$ cat config.mk
export PLATFORM = sky130hd
export DESIGN_NAME = card_shoe
export DESIGN_NICKNAME = d
export VERILOG_FILES = /design/src/rtl/card_shoe.sv
export SDC_FILE = /design/constraint.sdc
export NUM_CORES = 1
export LEC_CHECK = 0
export ABC_AREA = 1
export CAP_MARGIN = 10
export CORE_ASPECT_RATIO = 1.2
export CORE_UTILIZATION = 40
export DETAILED_ROUTE_END_ITERATION = 10
export GPL_TIMING_DRIVEN = 0
export SLEW_MARGIN = 20
export SYNTH_ARGS = -nofsm -noshare
export SYNTH_HDL_FRONTEND = slang
export SYNTH_SLANG_ARGS = --single-unit
$ cat constraint.sdc
create_clock -name clk -period 3.8 [get_ports clk]
set_input_delay 0.57 -clock clk [delete_from_list [all_inputs] [get_ports clk]]
set_output_delay 0.57 -clock clk [all_outputs]
set_load 0.1 [all_outputs]
$ cat src/rtl/card_shoe.sv
// card_shoe: single 52-card deck for the blackjack datapath.
//   Holds a dealt-card mask and serves one card per accepted request.
//   A free-running LFSR picks a start index (rejecting 52..63), then
//   linear probing walks to the next undealt card. The deck refills on
//   shuffle, or automatically when a request arrives with no cards left.
// Ports:
//   clk, reset (async, active low)
//   req, shuffle, seq_mode : request controls, sampled only while ready=1
//   ready                  : IDLE, accepting req/shuffle
//   card_valid             : one-cycle pulse, card_* hold a new card
//   card_value/rank/suit   : last dealt card (held until the next one)
//   cards_left             : undealt cards, 0..52
//   reshuffled             : one-cycle pulse after a refill
module card_shoe #(
  parameter logic [15:0] SEED = 16'hACE1
) (
  input  logic       clk,
  input  logic       reset,
  input  logic       req,
  input  logic       shuffle,
  input  logic       seq_mode,
  output logic       ready,
  output logic       card_valid,
  output logic [3:0] card_value,
  output logic [3:0] card_rank,
  output logic [1:0] card_suit,
  output logic [5:0] cards_left,
  output logic       reshuffled
);

  // An all-zero Galois LFSR would lock up.
  localparam logic [15:0] SEED_EFF = (SEED == 16'h0000) ? 16'h0001 : SEED;

  typedef enum logic [1:0] {IDLE, PICK, PROBE, DEAL} state_t;

  state_t      state_q, state_d;
  logic [15:0] lfsr_q, lfsr_d;
  logic [51:0] mask_q, mask_d;
  logic [5:0]  left_q, left_d;
  logic [5:0]  idx_q, idx_d;
  logic [3:0]  value_q, value_d;
  logic [3:0]  rank_q, rank_d;
  logic [1:0]  suit_q, suit_d;
  logic        resh_q, resh_d;

  // idx -> suit/rank via compare chain, avoiding a divider.
  logic [1:0] suit_c;
  logic [5:0] base_c, off_c;
  logic [3:0] rank_c, value_c;

  always_comb begin
    if (idx_q >= 6'd39)      begin suit_c = 2'd3; base_c = 6'd39; end
    else if (idx_q >= 6'd26) begin suit_c = 2'd2; base_c = 6'd26; end
    else if (idx_q >= 6'd13) begin suit_c = 2'd1; base_c = 6'd13; end
    else                     begin suit_c = 2'd0; base_c = 6'd0;  end
    off_c   = idx_q - base_c;
    rank_c  = off_c[3:0] + 4'd1;
    value_c = (rank_c > 4'd10) ? 4'd10 : rank_c;
  end

  always_comb begin
    // 16-bit Galois LFSR, advances every cycle regardless of state.
    lfsr_d = lfsr_q[0] ? ((lfsr_q >> 1) ^ 16'hB400) : (lfsr_q >> 1);

    state_d = state_q;
    mask_d  = mask_q;
    left_d  = left_q;
    idx_d   = idx_q;
    value_d = value_q;
    rank_d  = rank_q;
    suit_d  = suit_q;
    resh_d  = 1'b0;

    case (state_q)
      IDLE: begin
        if (shuffle) begin
          mask_d = '0;
          left_d = 6'd52;
          resh_d = 1'b1;
        end else if (req) begin
          if (left_q == 6'd0) begin
            mask_d = '0;
            left_d = 6'd52;
            resh_d = 1'b1;
          end
          state_d = PICK;
        end
      end
      PICK: begin
        if (seq_mode) begin
          idx_d   = 6'd0;
          state_d = PROBE;
        end else if (lfsr_q[5:0] < 6'd52) begin
          idx_d   = lfsr_q[5:0];
          state_d = PROBE;
        end
      end
      PROBE: begin
        // Terminates: at least one card is undealt on entry.
        if (!mask_q[idx_q]) begin
          mask_d[idx_q] = 1'b1;
          left_d        = left_q - 6'd1;
          value_d       = value_c;
          rank_d        = rank_c;
          suit_d        = suit_c;
          state_d       = DEAL;
        end else begin
          idx_d = (idx_q == 6'd51) ? 6'd0 : idx_q + 6'd1;
        end
      end
      DEAL:    state_d = IDLE;
      default: state_d = IDLE;
    endcase
  end

  always_ff @(posedge clk or negedge reset) begin
    if (!reset) begin
      state_q <= IDLE;
      lfsr_q  <= SEED_EFF;
      mask_q  <= '0;
      left_q  <= 6'd52;
      idx_q   <= 6'd0;
      value_q <= 4'd0;
      rank_q  <= 4'd0;
      suit_q  <= 2'd0;
      resh_q  <= 1'b0;
    end else begin
      state_q <= state_d;
      lfsr_q  <= lfsr_d;
      mask_q  <= mask_d;
      left_q  <= left_d;
      idx_q   <= idx_d;
      value_q <= value_d;
      rank_q  <= rank_d;
      suit_q  <= suit_d;
      resh_q  <= resh_d;
    end
  end

  assign ready      = (state_q == IDLE);
  assign card_valid = (state_q == DEAL);
  assign card_value = value_q;
  assign card_rank  = rank_q;
  assign card_suit  = suit_q;
  assign cards_left = left_q;
  assign reshuffled = resh_q;

endmodule

Word level (Yosys, flattened, before mapping)
Cells that the tools add are included.

Bits in read-only memories: 0. Input bits: 5. Word-level logic and storage cells: 80. Bits in latches: 0. Memories kept: 0. Register bits after elaboration: 93. Bits in writable memories: 0. Output and inout port bits: 19.

Order comparisons: 7. Shift-type cells: 0. Reductions and logical operators: 9. Div/mod/pow operators: 0. Multiplexer cells: 37. Bitwise operators: 3. $add $sub $neg: 4. Eq/ne operators: 11. Multipliers: 0.

Operators with widths (number): two-way mux 52 bit (4); one-hot mux 52 bit (2 select lines) (1); OR 52 bit (1); two-way mux 6 bit (8); one-hot mux 6 bit (2 select lines) (2); two-way mux 16 bit (1); two-way mux 4 bit (4); two-way mux 2 bit (7); != test 2 bit (second input constant) (4); one-hot mux 2 bit (4 select lines) (1); AND reduction 4 bit (2); less-than comparator 6 x 7 -> 1 bit (second input constant) (1); two-way mux 1 bit (7); adder 6 x 1 -> 6 bit (second input constant) (1); binary-select mux 1 bit (select 6 bit) (1); demux 1 bit (select 6 bit) (1); equality test 6 bit (second input constant) (1); >= comparator 6 x 1 -> 1 bit (second input constant) (1); >= comparator 6 x 4 -> 1 bit (second input constant) (1); >= comparator 6 x 5 -> 1 bit (second input constant) (1); >= comparator 6 bit (second input constant) (1); logical NOT 6 bit (1); less-than comparator 6 bit (second input constant) (1); != test 3 bit (second input constant) (2); other kinds (14) (16).

Longest topological paths before layout
Gate-level depths: netlist (run 1).

Word-level depth: 8. Depth in mapped cells: 21. Depth with buffers taken out: 19.

Worst setup path before layout (run 1)
No wires, ideal clock.

Path kind: reg-to-reg. From: register idx_q[0]. To: register value_q[0], in the netlist card_value[0]. Slack: 950 ps. Cell stages (with the launch flop): 20. Path buffers: 1. Required time: 3671 ps. Clock period less this slack: 2850 ps. Library setup time: 129 ps. Arrival: 2721 ps. Path through: dfrtp_1 inv_2 buf_2 ha_1 inv_1 nand2_1 a21oi_1 inv_1 ha_1 inv_1 ha_1 inv_1 fa_1 xor2_1 nand3b_1 nand2_1 xnor2_1 nand2_1 nand2_1 o21ai_0.

Elaborated cells between the ends (all ways): 14. Classes of those cells: add/sub (2); order compare (4); mux (6); bitwise (1); reduce/logical (1).

RTL lines: from (decl) (line 40) `logic [5:0] idx_q, idx_d;`; from (signal assigned) (line 132) `idx_q <= idx_d;`; >= comparator 6 x 5 -> 1 bit (line 53) `else if (idx_q >= 6'd26) begin suit_c = 2'd2; base_c = 6'd26; end`; two-way mux 4 bit (line 53); two-way mux 4 bit * (line 52) `if (idx_q >= 6'd39) begin suit_c = 2'd3; base_c = 6'd39; end`; net base_c[1] (line 48) `logic [5:0] base_c, off_c;`; subtractor 4 bit * (line 56) `off_c = idx_q - base_c;`; adder 4 x 1 -> 4 bit * (line 57) `rank_c = off_c[3:0] + 4'd1;`; > comparator 4 bit * (line 58) `value_c = (rank_c > 4'd10) ? 4'd10 : rank_c;`; two-way mux 4 bit * (line 58); to (signal assigned) (line 133) `value_q <= value_d;`; to (decl) (line 41) `logic [3:0] value_q, value_d;`.

The timed path passes the listed nets; every way through them passes the cells marked *. The select of a mux whose other input is x is not followed. A chain may end at the register's enable or synchronous reset.

Worst setup path in the final report (run 1)
From: register idx_q[1]. To: register value_q[0], in the netlist card_value[0].

Cells in the longest elaborated chain, start to end: 8. Elaborated cells between the ends (all ways): 14. Classes of those cells: add/sub (2); order compare (4); mux (6); bitwise (1); reduce/logical (1).

Ends and longest elaborated chain: >= comparator 6 x 4 -> 1 bit (line 54) `else if (idx_q >= 6'd13) begin suit_c = 2'd1; base_c = 6'd13; end`; two-way mux 4 bit (line 54); two-way mux 4 bit (line 53); two-way mux 4 bit (line 52); subtractor 4 bit (line 56); adder 4 x 1 -> 4 bit (line 57); > comparator 4 bit (line 58); two-way mux 4 bit (line 58).

Parallel ways exist; a longest one is shown, timed or not. The select of a mux whose other input is x is not followed.

==> metrics.md, run 1 <==
| Metric | Value |
|---|---|
| Crit-path leading delay family | simple AND/OR/NAND/NOR gates |
| Reg power frac | 0.282 |
| Routed Antenna Nets | 0 |
| Buf/Inv on CP | 3 |
| Number of setup buffers added after CTS | 0 |
| Top-area cell type share of the netlist area | 0.387 |
| Library cells used by synthesis | 29 |
| Period utilisation layout | 0.893 |
| Pre-CTS WS | 0.382 ns |
| Drt drc | 0 |
| Largest net degree at the start of global routing | 51 |
| Area of the multi-input gates | 0.00264 mm2 |
| Hold buffers post-CTS | 0 |
| Max Fanout on Critical Path | 12 |
| Mapped Area | 0.00530 mm2 |
| PortBufs | 23 |
| Die footprint | 0.0137 mm2 |
| Cell taking the most area after synthesis | dfrtp_1 |
| Worst Skew | 0.0118 ns |
| Synth Area in Compound Gates | 0.0723 |
| Top Ports | 24 |
| Syn Nets | 774 |
| Simple-Gate Fraction of Synth Area | 0.373 |
| PnR worst setup slack | 0.405 ns |
| CP max stage cell | fa_1 |
| Gate power share | 0.505 |
| Hold Fails Final Rpt | 0 |
| Synthesized area per cell | 7.01 um2 |
| RSZ-0062 raised after global routing | no |
| Clock Latency Late Sink | 0.36 ns |
| Routed len/inst | 15.3 um |
| FILL cells | 1291 |
| Synth Area in XOR/XNOR | 0.0165 |
| Worst-margin pin slew | 0.967 ns |
| Global route overflow | 0 |
| Layout cells sized above 1 | 0.0877 |
| First-pass GRT wire length | 24.4 mm |
| Clk buf depth | 2 |
| PostCTS Resize Cnt | 0 |
| Crit path launch type | flip-flop |
| Vias per inst | 5.22 |
| Psw | 2.11 mW |
| Switching share of power | 0.507 |
| Routed wire length | 14.7 mm |
| Placer Congestion | 0.854 |
| Worst setup path start | idx_q[1] |
| Largest family of logic cells by synthesized area | simple AND/OR/NAND/NOR gates |
| DP Cell Count | 946 |
| Clock sink total | 93 |
| H-tree depth | 3 |
| Register clock-pin slew on the reported worst setup and hold paths | 0.07 ns |
| Adder-Cell Fraction of Synth Area | 0.0321 |
| Max incr delay on CP | 0.45 ns |
| Via count | 5026 |
| Int Pwr | 2.05 mW |
| Worst hold slack | 0.134 ns |
| Root Driver | clkbuf_16 |
| # Max-Cap Violations | 0 |
| Ys Warns | 0 |
| Die Height | 128 um |
| Synth Instances | 756 |
| Drt pass-1 iters | 5 |
| Status | complete, no violations |
| Std cell rows | 45 |
| Register area share after synthesis | 0.442 |
| Min Tclk post-route | 3.39 ns |
| Detailed Place HPWL | 10.1 mm |
| CTS tree | yes |
| F_max | 295 MHz |
| Final slew viol count | 0 |
| Crit path capture type | flip-flop |
| Clock power share | 0.213 |
| Top post-synthesis cells by area | dfrtp_1, nand2_1, nand3_1, dfstp_2, a21oi_1 |
| Reg-to-reg critical path startpoint | idx_q[1] |
| Initial Utilization | 0.415 |
| Worst vdd ir | 0.000602 V |
| Crit-path cells | buf_4 > inv_1 > buf_4 > ha_1 > nor2_1 > o21ai_0 > nand2_1 > nand2_1 > xor2_1 > fa_1 > xor2_1 > nand3b_1 > nand2_1 > xnor2_1 > nand2_1 > nand2_1 > o21ai_0 |
| Initial antenna violation count | 0 |
| Core Util, Final | 0.476 |
| Inserted Clock Buffers | 9 |
| FF+latch count, synth | 93 |
| Most common cell on crit path | nand2_1 |
| Die width | 107 um |
| Antenna cells | 0 |
| Core Area | 0.0128 mm2 |
| Vias in the first global route | 4798 |
| Finished Layout Cells | 962 |
| Max-slew headroom | 0.353 |
| Hold Path Class | input pin to async pin |
| FF/Latch Area | 0.00234 mm2 |
| Final setup violating endpoints | 0 |
| GRT Resource Usage Total | 0.233 |
| Fin Setup TNS | 0 ns |
| Mux cell area share after synthesis | 0 |
| 1st-iter DRT viols | 284 |
| Cell Pwr Density | 683 mW/mm2 |
| Kind of critical path | flip-flop to flip-flop |
| WP data arrival | 3.62 ns |
| Synthesis-to-finish area growth | 14.9% |
| NumNets Final | 811 |
| Req. time, crit path | 4.03 ns |
| Leakage | 3.18 nW |
## metal layers
metal / vias to the layer above / share of wire / GRT usage / wire length [um]
met5: - / 0 / 0 / 0
li1: 2468 / - / - / -
met3: 44 / 0.042 / 0.0366 / 625
met4: 0 / 0.035 / 0.120 / 512
met2: 151 / 0.49 / 0.388 / 7150
met1: 2363 / 0.44 / 0.290 / 6420
## cell usage after synthesis
master and n:
fa_1 1, clkinv_1 1, a211oi_1 1, nand3_1 83, inv_1 33, buf_6 1
dfstp_2 11, o22ai_1 1, dfrtp_1 82, and2_1 1, nor3_2 1, buf_4 7
clkbuf_1 13, nor2_1 67, nor3_1 7, xor2_1 8, buf_1 1, a41oi_1 1
or2_2 3, xnor2_1 2, buf_2 18, o21ai_0 15, ha_1 12, nand2_1 323
inv_2 2, nor2_2 1, nand2_2 2, nand3b_1 1, a21oi_1 57
## metrics by stage
stage | power, mW | area [um2]
floorplan | 2.67 | 5300
global placement | 3.25 | 5730
detailed placement | 3.28 | 5800
CTS | 4.18 | 6090
global route | 4.42 | 6090
finish | 4.16 | 6090
## power groups by stage
| stage | Sequential, mW | Clock [mW] | Combinational (mW) |
|---|---|---|---|
| global placement | 1.19 | 0 | 2.06 |
| finish | 1.17 | 0.886 | 2.10 |
| CTS | 1.18 | 0.906 | 2.10 |
| global route | 1.19 | 0.951 | 2.27 |
| floorplan | 1.58 | 0 | 1.10 |
| detailed placement | 1.19 | 0 | 2.09 |
## sequential cells by signal, summed over array words and instances, names as in the netlist
name and cells:
card_rank 4, cards_left 6, card_value 4, idx_q 6, mask_q 52, card_suit 2
state_q 2, reshuffled 1, lfsr_q 16
## kinds of logic (layout without fill, tap and decap cells)
kind of cell,Yosys count,count (layout)
fa+ha+maj,13,13
buf+inv,76,118
compound gates,75,75
simple gates,489,489
flops,93,93
xor+xnor,10,10
## cell usage in the layout, fill, tap and decap left out, drive strengths merged
cell           instances
nand2                325
nand3                 83
dfrtp                 82
nor2                  68
a21oi                 57
inv                   39
buf                   31
clkbuf                23
clkdlybuf4s50         22
o21ai                 15
ha                    12
dfstp                 11
xor2                   8
nor3                   8
or2                    3
xnor2                  2
clkinv                 2
a41oi                  1
a211oi                 1
nand3b                 1
and2                   1
o22ai                  1
fa                     1
clkinvlp               1
## final timing paths
check,endpoint,slack [ns],cells past startpoint
max,card_value[0],0.41,17
min,lfsr_q[12],0.13,1
max reg2reg,card_value[0],0.41,17
min reg2reg,lfsr_q[7],0.36,0
max in group asynchronous,lfsr_q[6],3.03,2
min in group clk,lfsr_q[7],0.36,0
## layout make-up
cell class | instances | share of cell area
Multi-Input combinational cell | 587 | 0.433
Sequential cell | 93 | 0.385
Timing Repair Buffer | 26 | 0.0450
Clock buffer | 10 | 0.0393
Buffer | 40 | 0.0339
Tap cell | 164 | 0.0337
Inverter | 36 | 0.0222
Clock inverter | 6 | 0.00843
Power figures use the tool's default switching activity.
==> run 2: changes to the inputs <==
CAP_MARGIN = 25   (was 10)
==> results of run 2 <==
Same layout as run 1: the final DEF is identical, and so are final timing and power.
==> edit, RTL diff (settings of run 2) <==
Encoding of `state_t`: now Gray code (2 bits for 4 states).
--- a/src/rtl/card_shoe.sv
+++ b/src/rtl/card_shoe.sv
@@ -31,7 +31,7 @@
   // An all-zero Galois LFSR would lock up.
   localparam logic [15:0] SEED_EFF = (SEED == 16'h0000) ? 16'h0001 : SEED;
 
-  typedef enum logic [1:0] {IDLE, PICK, PROBE, DEAL} state_t;
+  typedef enum logic [1:0] {IDLE = 2'b00, PICK = 2'b01, PROBE = 2'b11, DEAL = 2'b10} state_t;
 
   state_t      state_q, state_d;
   logic [15:0] lfsr_q, lfsr_d;
Behaviour: same outputs for any inputs over 10 cycles, from zero or initial values and one cycle with reset low; not proved beyond that.
==> edit against run 2 <==
- sequential cell count stayed put
- worst hold slack worse by 56 ps
- area after synthesis rose by 2.3%
- non-clock buffer count is 6 lower
- synthesized cell count grew 1.9%
- setup slack gained 130 ps
- critical path type unchanged
- critical endpoint is now card_value[1]
- first-iteration DRC count is 35% higher
- largest cell class unchanged
- final area is 1.5% higher
- clock skew decreased by 1.5 ps
- die area rose by 2.3%
- cell count up 1.7%
- routed wire length shrank 0.86%
- highest routed layer unchanged
- total power is 7.3% lower
==> edit: results (changes against run 2) <==
[cells_and_area]
drive_gt1_frac = 0.09136  ; was 0.08772
diodes = 0  ; unchanged
reg_top3 = mask_q x52, lfsr_q x16  ; unchanged
finalNonFillerCells = 978  ; was 962
fillers = 1363  ; was 1291
fin_nets = 823  ; was 811

[clock_network]
cts_made_buffers = 9  ; unchanged
htreeDepth = 3  ; unchanged
cts-root-buf = clkbuf_16  ; unchanged
clock_latency_ps = 360  ; about the same
clkTransAtPathRegs_ps = 70  ; about the same
ctsResizeCount = 0  ; unchanged
clockBufferDepth = 2  ; unchanged
post-cts-setup-buffers = 0  ; unchanged

[routing]
routed_wl_microns = 14580  ; was 14710 microns
num_vias = 5030  ; was 5026
dr.pass1.iters = 7  ; was 5
drt_iter0_markers = 382  ; was 284

[sta]
skew_ps = 10.24  ; was 11.76 ps
max_slew.worst_pin.slew_ps = 1049  ; was 967.0 ps
fin_crit_ps = 3267  ; was 3395 ps

[worst_setup_path]
path_max_fanout = 11  ; was 12
arrival_ps = 3520  ; was 3620 ps
max_stage_delay_ps = 430  ; was 450 ps
slowest_stage = dfrtp_1  ; was fa_1

[grt]
antenna_found_initial = 0  ; unchanged
grtUsageTotal = 0.2278  ; was 0.2325
grt_max_degree = 68  ; was 51
grt_first_pass_wirelength_microns = 24600  ; was 24370 microns

[logic_synthesis]
synthMuxAreaShare = 0  ; unchanged
ys_top_cells_by_area = dfrtp_1 38%, nand2_1 21%, nand3_1 9.4%, inv_1 5.6%, dfstp_2 5.3%  ; was dfrtp_1 39%, nand2_1 23%, nand3_1 7.8%, dfstp_2 5.5%, a21oi_1 5.4%
synth_nets = 788  ; was 774
synth_fa_ha_area_frac = 0.03139  ; was 0.03211
yosysWarnings = 0  ; unchanged
synth-compound-area-share = 0.07525  ; was 0.07226
synth_xor_area_frac = 0.01293  ; was 0.01653
netlist_top_cells_count = 305 x nand2_1, 102 x nand3_1, 82 x dfrtp_1  ; was 323 x nand2_1, 83 x nand3_1, 82 x dfrtp_1
synthCells = 770  ; was 756
synth_edf_count = 0  ; unchanged
ys_async_sr_fraction = 1.000  ; unchanged
ys_seq_area_frac = 0.4319  ; was 0.4418
ys_types = 30  ; was 29

[pwr]
intPower_mw = 1.977  ; was 2.051 mW
leakage_nw = 3.148  ; was 3.182 nW
vdd_drop_max_mv = 0.5555  ; was 0.6025 mV

[placed_design]
numPlacedInstances = 962  ; was 946
gp_congestion = 0.8292  ; was 0.8543
portBuffers = 23  ; unchanged
hpwl_microns = 9908  ; was 10120 microns

[hold_path]
hp-class = in -> async  ; unchanged

[status]
status = finished, final reports clean  ; unchanged

[edit: routing by layer]
| layer | up-vias | wire length [microns] | GRT usage |
|---|---|---|---|
| li1 | 2483 | - | - |
| met1 | 2328 | 6314 | 0.2912 |
| met2 | 178 | 6887 | 0.3814 |
| met3 | 41 | 906 | 0.03018 |
| met4 | 0 | 471 | 0.1073 |
| met5 | - | 0 | 0 |
[edit: worst max-delay path, delay by kind of cell (launching register included)]
family | cells | cell delay (ps)
and+or+nand+nor | 11 | 880
buffers and inverters | 6 | 700
adders and majority gates | 4 | 950
DFF | 1 | 430
xor gates and xnor gates | 1 | 200
[edit: final timing paths]
| path | startpoint | end | slack (ps) | cells after the start |
|---|---|---|---|---|
| min in group clk | lfsr_q[12] | lfsr_q[11] | 350 | 0 |
| worst max-delay path | idx_q[0] | card_value[1] | 530 | 22 |
| worst min-delay path | reset | mask_q[35] | 80 | 1 |
| worst max register to register | idx_q[0] | card_value[1] | 530 | 22 |
| max in group asynchronous | reset | lfsr_q[6] | 3060 | 2 |
| worst min register to register | lfsr_q[12] | lfsr_q[11] | 350 | 0 |
[edit: cell families (layout without fill, tap and decap cells)]
family	count (synthesis)	after routing
flip-flops	93	93
AND/OR/NAND/NOR	457	457
AO/OA/AOI/OAI	78	78
buffers and inverters	121	161
adder cells (fa/ha/maj)	13	13
XOR/XNOR	8	8
[edit: per-stage QoR]
step / cell area, sq um / setup TNS (ps) / setup slack (ps)
after detailed placement: 5889 / 0 / 548.3
after CTS: 6178 / 0 / 523.4
final: 6178 / 0 / 533.0
after floorplan: 5420 / 0 / 1072
after global routing: 6178 / 0 / 182.1
after global placement: 5861 / -103940 / -1258
[edit: cell type report]
| type | count | share of cell area |
|---|---|---|
| Buffer | 36 | 0.03281 |
| Clock buffer | 9 | 0.03645 |
| Clock inverter | 7 | 0.01033 |
| Inverter | 85 | 0.05164 |
| Multi-Input combinational cell | 556 | 0.4139 |
| Sequential cell | 93 | 0.3789 |
| Tap cell | 168 | 0.03402 |
| Timing Repair Buffer | 24 | 0.04192 |
[edit: power groups by stage]
stage / combinational [mW] / sequential, mW / clock (mW)
after floorplan: 0.981 / 1.50 / 0
after global placement: 1.79 / 1.15 / 0
after detailed placement: 1.81 / 1.16 / 0
after CTS: 1.82 / 1.14 / 0.922
after global routing: 1.96 / 1.15 / 0.954
final: 1.82 / 1.14 / 0.896
